[src/rtl/datapath.sv]
// Single-bus 32-bit datapath slice: R2/R4/R5, PC, IR, MAR, MDR, Y and a 64-bit Z.
// Optional BusConflict output is enabled by defining BUS_CONFLICT_CHECK_EN.
module datapath #(
  parameter int DATA_W = 32
) (
  input  logic              Clock,
  input  logic              Reset,
  input  logic              PCout,
  input  logic              Zlowout,
  input  logic              MDRout,
  input  logic              R2out,
  input  logic              R4out,
  input  logic              MARin,
  input  logic              Zin,
  input  logic              PCin,
  input  logic              MDRin,
  input  logic              IRin,
  input  logic              Yin,
  input  logic              R2in,
  input  logic              R4in,
  input  logic              R5in,
  input  logic              IncPC,
  input  logic              AND,
  input  logic              Read,
  input  logic [DATA_W-1:0] Mdatain,
  output logic [DATA_W-1:0] BusMuxOut,
  output logic [DATA_W-1:0] R2_q,
  output logic [DATA_W-1:0] R4_q,
  output logic [DATA_W-1:0] R5_q,
  output logic [DATA_W-1:0] PC_q,
  output logic [DATA_W-1:0] IR_q,
  output logic [DATA_W-1:0] MAR_q,
  output logic [DATA_W-1:0] MDR_q,
  output logic [DATA_W-1:0] Y_q,
  output logic [DATA_W-1:0] Zlow_q
`ifdef BUS_CONFLICT_CHECK_EN
  ,
  output logic              BusConflict
`endif
);

  localparam logic [DATA_W-1:0] ONE = DATA_W'(1);

  logic [2*DATA_W-1:0] alu_c;
  logic [2*DATA_W-1:0] z_q;
  logic                unused_zhigh;

  always_comb begin
    BusMuxOut = '0;
    if (MDRout)       BusMuxOut = MDR_q;
    else if (Zlowout) BusMuxOut = z_q[DATA_W-1:0];
    else if (R2out)   BusMuxOut = R2_q;
    else if (R4out)   BusMuxOut = R4_q;
    else if (PCout)   BusMuxOut = PC_q;
  end

`ifdef BUS_CONFLICT_CHECK_EN
  logic [4:0] src_sel;
  assign src_sel     = {PCout, Zlowout, MDRout, R2out, R4out};
  // More than one bit set iff clearing the lowest set bit leaves something.
  assign BusConflict = (src_sel & (src_sel - 5'd1)) != 5'd0;
`endif

  always_comb begin
    alu_c = {{DATA_W{1'b0}}, BusMuxOut};
    if (AND)        alu_c = {{DATA_W{1'b0}}, Y_q & BusMuxOut};
    else if (IncPC) alu_c = {{DATA_W{1'b0}}, BusMuxOut + ONE};
  end

  always_ff @(posedge Clock) begin
    if (Reset) begin
      R2_q  <= '0;
      R4_q  <= '0;
      R5_q  <= '0;
      PC_q  <= '0;
      IR_q  <= '0;
      MAR_q <= '0;
      MDR_q <= '0;
      Y_q   <= '0;
      z_q   <= '0;
    end else begin
      if (R2in)  R2_q  <= BusMuxOut;
      if (R4in)  R4_q  <= BusMuxOut;
      if (R5in)  R5_q  <= BusMuxOut;
      if (PCin)  PC_q  <= BusMuxOut;
      if (IRin)  IR_q  <= BusMuxOut;
      if (MARin) MAR_q <= BusMuxOut;
      if (Yin)   Y_q   <= BusMuxOut;
      if (MDRin) MDR_q <= Read ? Mdatain : BusMuxOut;
      if (Zin)   z_q   <= alu_c;
    end
  end

  // Zhigh is kept in the register but has no bus path.
  assign Zlow_q       = z_q[DATA_W-1:0];
  assign unused_zhigh = ^z_q[2*DATA_W-1:DATA_W];

endmodule

[config.mk]
export PLATFORM = sky130hd
export DESIGN_NAME = datapath
export DESIGN_NICKNAME = d
export VERILOG_FILES = /design/src/rtl/datapath.sv
export SDC_FILE = /design/constraint.sdc
export NUM_CORES = 1
export LEC_CHECK = 0
export CAP_MARGIN = 10
export CELL_PAD_IN_SITES_DETAIL_PLACEMENT = 0
export CELL_PAD_IN_SITES_GLOBAL_PLACEMENT = 1
export CORE_MARGIN = 10
export CORE_UTILIZATION = 25
export CTS_BUF_LIST = sky130_fd_sc_hd__clkbuf_4 sky130_fd_sc_hd__clkbuf_8 sky130_fd_sc_hd__clkbuf_16
export CTS_CLUSTER_SIZE = 28
export DETAILED_ROUTE_END_ITERATION = 10
export GPL_TIMING_DRIVEN = 0
export HOLD_SLACK_MARGIN = 0.1
export PLACE_DENSITY = 0.58
export SYNTH_ARGS = -nofsm -noshare
export SYNTH_HDL_FRONTEND = slang
export SYNTH_SLANG_ARGS = --single-unit
[constraint.sdc]
create_clock -name Clock -period 4 [get_ports Clock]
set_clock_uncertainty 0.2 [all_clocks]
set_input_delay 0.4 -clock Clock [delete_from_list [all_inputs] [get_ports Clock]]
set_output_delay 0.4 -clock Clock [all_outputs]
set_load 0.02 [all_outputs]
-- Yosys cells after proc, flatten, opt, wreduce, memory -nomap -nowiden
Cells that the tools add are included.
- word-level logic and storage cells: 19
- input port bits: 51
- bits in registers: 288
- add/subtract/negate cells: 1
- bitwise operators: 1
- multiplexer cells: 8
- operator list (cell ; count):
    2-to-1 mux 32 bit ; 8
    adder 32 x 1 -> 32 bit, second input constant ; 1
    AND 32 bit ; 1

-- Logic depth before layout (Yosys ltp)
- depth after elaboration: 8
- depth in mapped cells: 14
- gate-level depth less buffers: 10

-- Worst setup path before layout
Ideal clock, no wire load.
- path type: input port to flip-flop
- from: input port R4out
- to: register z_q[16]
- required time: 3.714 ns
- stages on the path: 14
- buffers on the path: 4
- path slack: 0.214 ns
- arrival: 3.501 ns
- setup time: 0.086 ns
- cells stage by stage: buf_6 > nor2b_4 > buf_6 > buf_4 > a221oi_1 > o21bai_1 > clkbuf_1 > ha_1 > and2_1 > nand2_4 > or4_4 > nor3_1 > mux2_2 > a211oi_1
- cells in the longest elaborated chain, start to end: 7
- elaborated cells on any way between the ends: 8
- RTL lines (item ; RTL line ; text):
    start, declared ; 12 ; input logic R4out,
    2-to-1 mux 32 bit ; 53 ; else if (R4out) BusMuxOut = R4_q;
    2-to-1 mux 32 bit ; 52 ; else if (R2out) BusMuxOut = R2_q;
    2-to-1 mux 32 bit ; 51 ; else if (Zlowout) BusMuxOut = z_q[DATA_W-1:0];
    2-to-1 mux 32 bit ; 50 ; if (MDRout) BusMuxOut = MDR_q;
    named net BusMuxOut[1] ; 26 ; output logic [DATA_W-1:0] BusMuxOut,
    adder 32 x 1 -> 32 bit ; 67 ; else if (IncPC) alu_c = {{DATA_W{1'b0}}, BusMuxOut + ONE};
    2-to-1 mux 32 bit ; 67 ;
    2-to-1 mux 32 bit ; 66 ; if (AND) alu_c = {{DATA_W{1'b0}}, Y_q & BusMuxOut};
    end signal, assigned ; 90 ; if (Zin) z_q <= alu_c;
    end, declared ; 45 ; logic [2*DATA_W-1:0] z_q;
The timed path passes the listed nets, and every way through them passes these cells.
A chain may end at the register's enable or synchronous reset.

-- Worst setup path in the final report
- from: input port MDRout
- to: output port BusMuxOut[29]
- cells in the longest elaborated chain, start to end: 1
- RTL lines (item ; RTL line ; text):
    start, declared ; 10 ; input logic MDRout,
    2-to-1 mux 32 bit ; 50 ;
    end, declared ; 26 ;
No other way between the ends.

==> key figures <==
Worst setup path
  – Critical Path Fanout Max: 10
  – Crit path buf inv count: 7
  – R2R cell count: 8
  – CP startpoint: MDRout
  – Cell family with most CP delay: buffers and inverters
  – Kind of critical path: primary input to output port
  – R2r setup slk: 0.75 ns
  – FF-to-FF End: z_q[13]
  – Stages on worst setup path: 9
  – Worst Setup EP: BusMuxOut[29]
  – FF-to-FF Start: R4_q[2]
  – Slowest cell on crit path: clkdlybuf4s50_1
  – CP endpoint kind: output port
  – Worst EP required: 3.40 ns
  – Worst path max stage delay: 0.63 ns
  – Worst-path cell chain: clkdlybuf4s50_1 > clkbuf_4 > buf_4 > buf_2 > clkbuf_2 > a221oi_1 > a21oi_1 > clkbuf_4 > clkdlybuf4s50_1
  – Critical Path Start Type: primary input
  – Crit path DAT: 3.30 ns

Global route
  – GRT Residual Overflow: 0
  – Met2 usage: 0.3458
  – Tot GR Track Use: 0.2091
  – GR Util met1: 0.2594
  – Global-route wire length before repair: 90.96 mm
  – Vias in the first global route: 11,660
  – GRT busiest layer: met2
  – Met3 usage: 0.06364
  – Largest net degree at the start of global routing: 12
  – Initial antenna violation count: 2

Synth
  – Syn Inst Count: 1,353
  – Synthesis-stage register bit count: 288
  – Top FF cell, synth: dfxtp_1
  – Seq/Total Area, Yosys: 0.4561
  – Syn nets: 1,405
  – Average size of a mapped cell: 9.343 um2
  – Top post-synthesis cells by area: dfxtp_1, mux2i_1, nor2_1, clkbuf_1, a211oi_1
  – Cell Area, Synth: 12,640 um2
  – Yosys warnings: 0
  – Synth top area share: 0.4561
  – Post-synth EDFFs: 0
  – Asr flop ratio synth: 0
  – Synth area leader: dfxtp_1
  – Post-synthesis cell type count: 66

Pwr
  – Pleak: 7.422 nW
  – Peak VDD IR: 0.2723 mV
  – Pwr/cell area: 443.1 nW/um2
  – Design Power: 8.194 mW

Die
  – Die H: 244.9 um
  – Rows: 82
  – Total Die Area: 59,960 um2
  – Core area: 50,070 um2
  – # IOs: 371
  – Die Wd: 244.9 um
  – Starting Density: 0.2525

CTS
  – Clk Latency, worst-skew pair: 0.55 ns
  – Clock Tree Buf Depth: 3
  – Clock sinks: 288
  – H-tree level count: 2
  – CTS Buf Count: 38
  – Root buffer cell: clkbuf_16
  – TritonCTS clock tree: yes
  – Reg clk slew, reported paths: 0.05 ns

Job
  – Total of max-cap violations: 0

Finish
  – Final design utilization: 0.3694
  – Final #Nets: 1,808
  – Post-Layout Cell Count: 2,454
  – Share of cells above drive strength 1: 0.08478
  – P&R area growth vs syn: 46.29%
  – Final Cell Area: 18,490 um2

STA
  – Setup violators final: 0
  – Relative slew slack: 0.2010
  – Fin. max-slew vios: 0
  – Max Fclk: 256.4 MHz
  – Endpoints failing hold: 0
  – Fin Setup TNS: 0 ns
  – Final Critical Period: 3.900 ns
  – RSZ-0062 raised after global routing: true
  – Least-Margin Pin Slew: 1.189 ns
  – Fin crit share: 0.9749

Min path
  – Hold WC Path Type: primary input to register

Placed design
  – Port Buffers: 359
  – Post-Place Cell Area: 17,090 um2
  – HPWL Detailed: 49.01 mm
  – # placed instances: 2,385
  – Placer Congestion: 0.7987

Drt
  – DRT Pass-1 Iters: 5
  – DR vias: 11,770
  – DRC: 0
  – Final WL: 65.21 mm
  – Routed WL per cell: 26.57 um
  – Via density: 4.797
  – Antenna-violating nets left: 0
  – DRT iter0 DRCs: 628

Status
  – Status: finished clean
## cells by family after synthesis
group | after synthesis | synth area share
AO/OA/AOI/OAI | 220 | 0.1245
adder cells (fa/ha/maj) | 1 | 0.0009896
buffers and inverters | 150 | 0.04989
flip-flops | 288 | 0.4561
multiplexers | 281 | 0.2234
AND/OR/NAND/NOR | 413 | 0.1451
## routing by layer
| layer | vias to the layer above | wire, um |
|---|---|---|
| li1 | 5550 | - |
| met1 | 5777 | 28160 |
| met2 | 357 | 30750 |
| met3 | 84 | 4742 |
| met4 | 4 | 1532 |
| met5 | - | 25 |
## power breakdown
part	switching (mW)	leakage, nW	total, mW	internal (mW)
Clock	1.32	0.640	3.46	2.14
Sequential	0.122	2.36	3.15	3.03
Combinational	0.947	4.43	1.58	0.628
## sequential cells by signal (all words and copies together) (netlist names)
name   flops
IR_q      32
MAR_q     32
MDR_q     32
PC_q      32
R2_q      32
R4_q      32
R5_q      32
Y_q       32
z_q       32
## through the flow
step / worst slack (ns) / hold slack, ns
3_5_place_dp: -1.539 / 0.2772
4_1_cts: -0.003974 / 0.1548
6_report: 0.1002 / 0.1447
3_3_place_gp: -1.476 / 0.2722
5_1_grt: -0.01543 / 0.1860
2_1_floorplan: 0.2137 / 0.3329
## cell usage in the layout, fill, tap and decap left out, types with 4 or more instances in the layout
cell type,Yosys,final
nand4_1,9,9
clkbuf_8,0,7
a21oi_2,3,5
nand3_1,9,9
clkbuf_2,0,16
mux2_2,7,7
clkbuf_1,87,64
mux2i_1,272,272
o21bai_1,10,8
clkdlybuf4s50_1,0,359
clkbuf_4,0,21
a22o_1,12,12
o21ai_0,57,57
buf_1,30,29
a21o_1,5,5
nor2b_1,11,11
nand2_1,53,53
buf_6,4,7
clkbuf_16,0,41
o21bai_2,2,4
a221oi_1,16,16
nand3b_1,4,4
buf_4,7,9
dfxtp_1,288,288
a221o_1,11,11
a31o_2,5,5
and3b_1,7,7
inv_1,10,10
buf_2,9,6
nand2b_1,7,7
a21oi_1,26,24
o211ai_1,4,4
o221ai_1,7,7
nor2_1,281,281
nor3_1,5,5
a211oi_1,42,42
## cell usage after synthesis, types with 9 or more instances
library cell	count
a221oi_1	16
dfxtp_1	288
a21oi_1	26
nand4_1	9
nor2b_1	11
mux2i_1	272
a22o_1	12
clkbuf_1	87
a211oi_1	42
buf_1	30
nand2_1	53
a221o_1	11
nand3_1	9
nor2_1	281
o21bai_1	10
inv_1	10
buf_2	9
o21ai_0	57
## how the worst min path moves through the flow
stage / start / end / slack, ns / depth (start not counted)
floorplan: z_q[31] / z_q[31] / 0.33 / 2
global placement: R5_q[19] / R5_q[19] / 0.27 / 2
detailed placement: z_q[31] / z_q[31] / 0.28 / 2
CTS: PCin / PC_q[0] / 0.15 / 3
global route: R4in / R4_q[31] / 0.19 / 3
finish: PCin / PC_q[0] / 0.14 / 3
## worst register-to-register path, delay by kind of cell, from the launching register on
kind	cells	cell delay [ns]
AO/OA/AOI/OAI	4	0.91
AND/OR/NAND/NOR	3	1.54
multiplexers	1	0.12
flip-flops	1	0.37
## area by class of cell
type,instances,area (um2)
Multi-Input combinational cell,915,6272
Inverter,13,48.80
Clock inverter,3,43.79
Buffer,137,664.4
Clock buffer,62,1221
Tap cell,672,840.8
Sequential cell,288,5766
Fill cell,5217,31580
Timing Repair Buffer,363,3633
Antenna cell,1,2.502
## timing repair
action                                 4_1_cts  5_1_grt
hold buffers                                 1        0
gates resized for setup                     34       23
endpoints found under the hold margin        2        0
setup endpoints to repair                   48       14
gates cloned                                 0        0
pin swaps                                    0        1
buffers inserted                             0        1
Note: power is estimated with default switching activity, not from simulation.
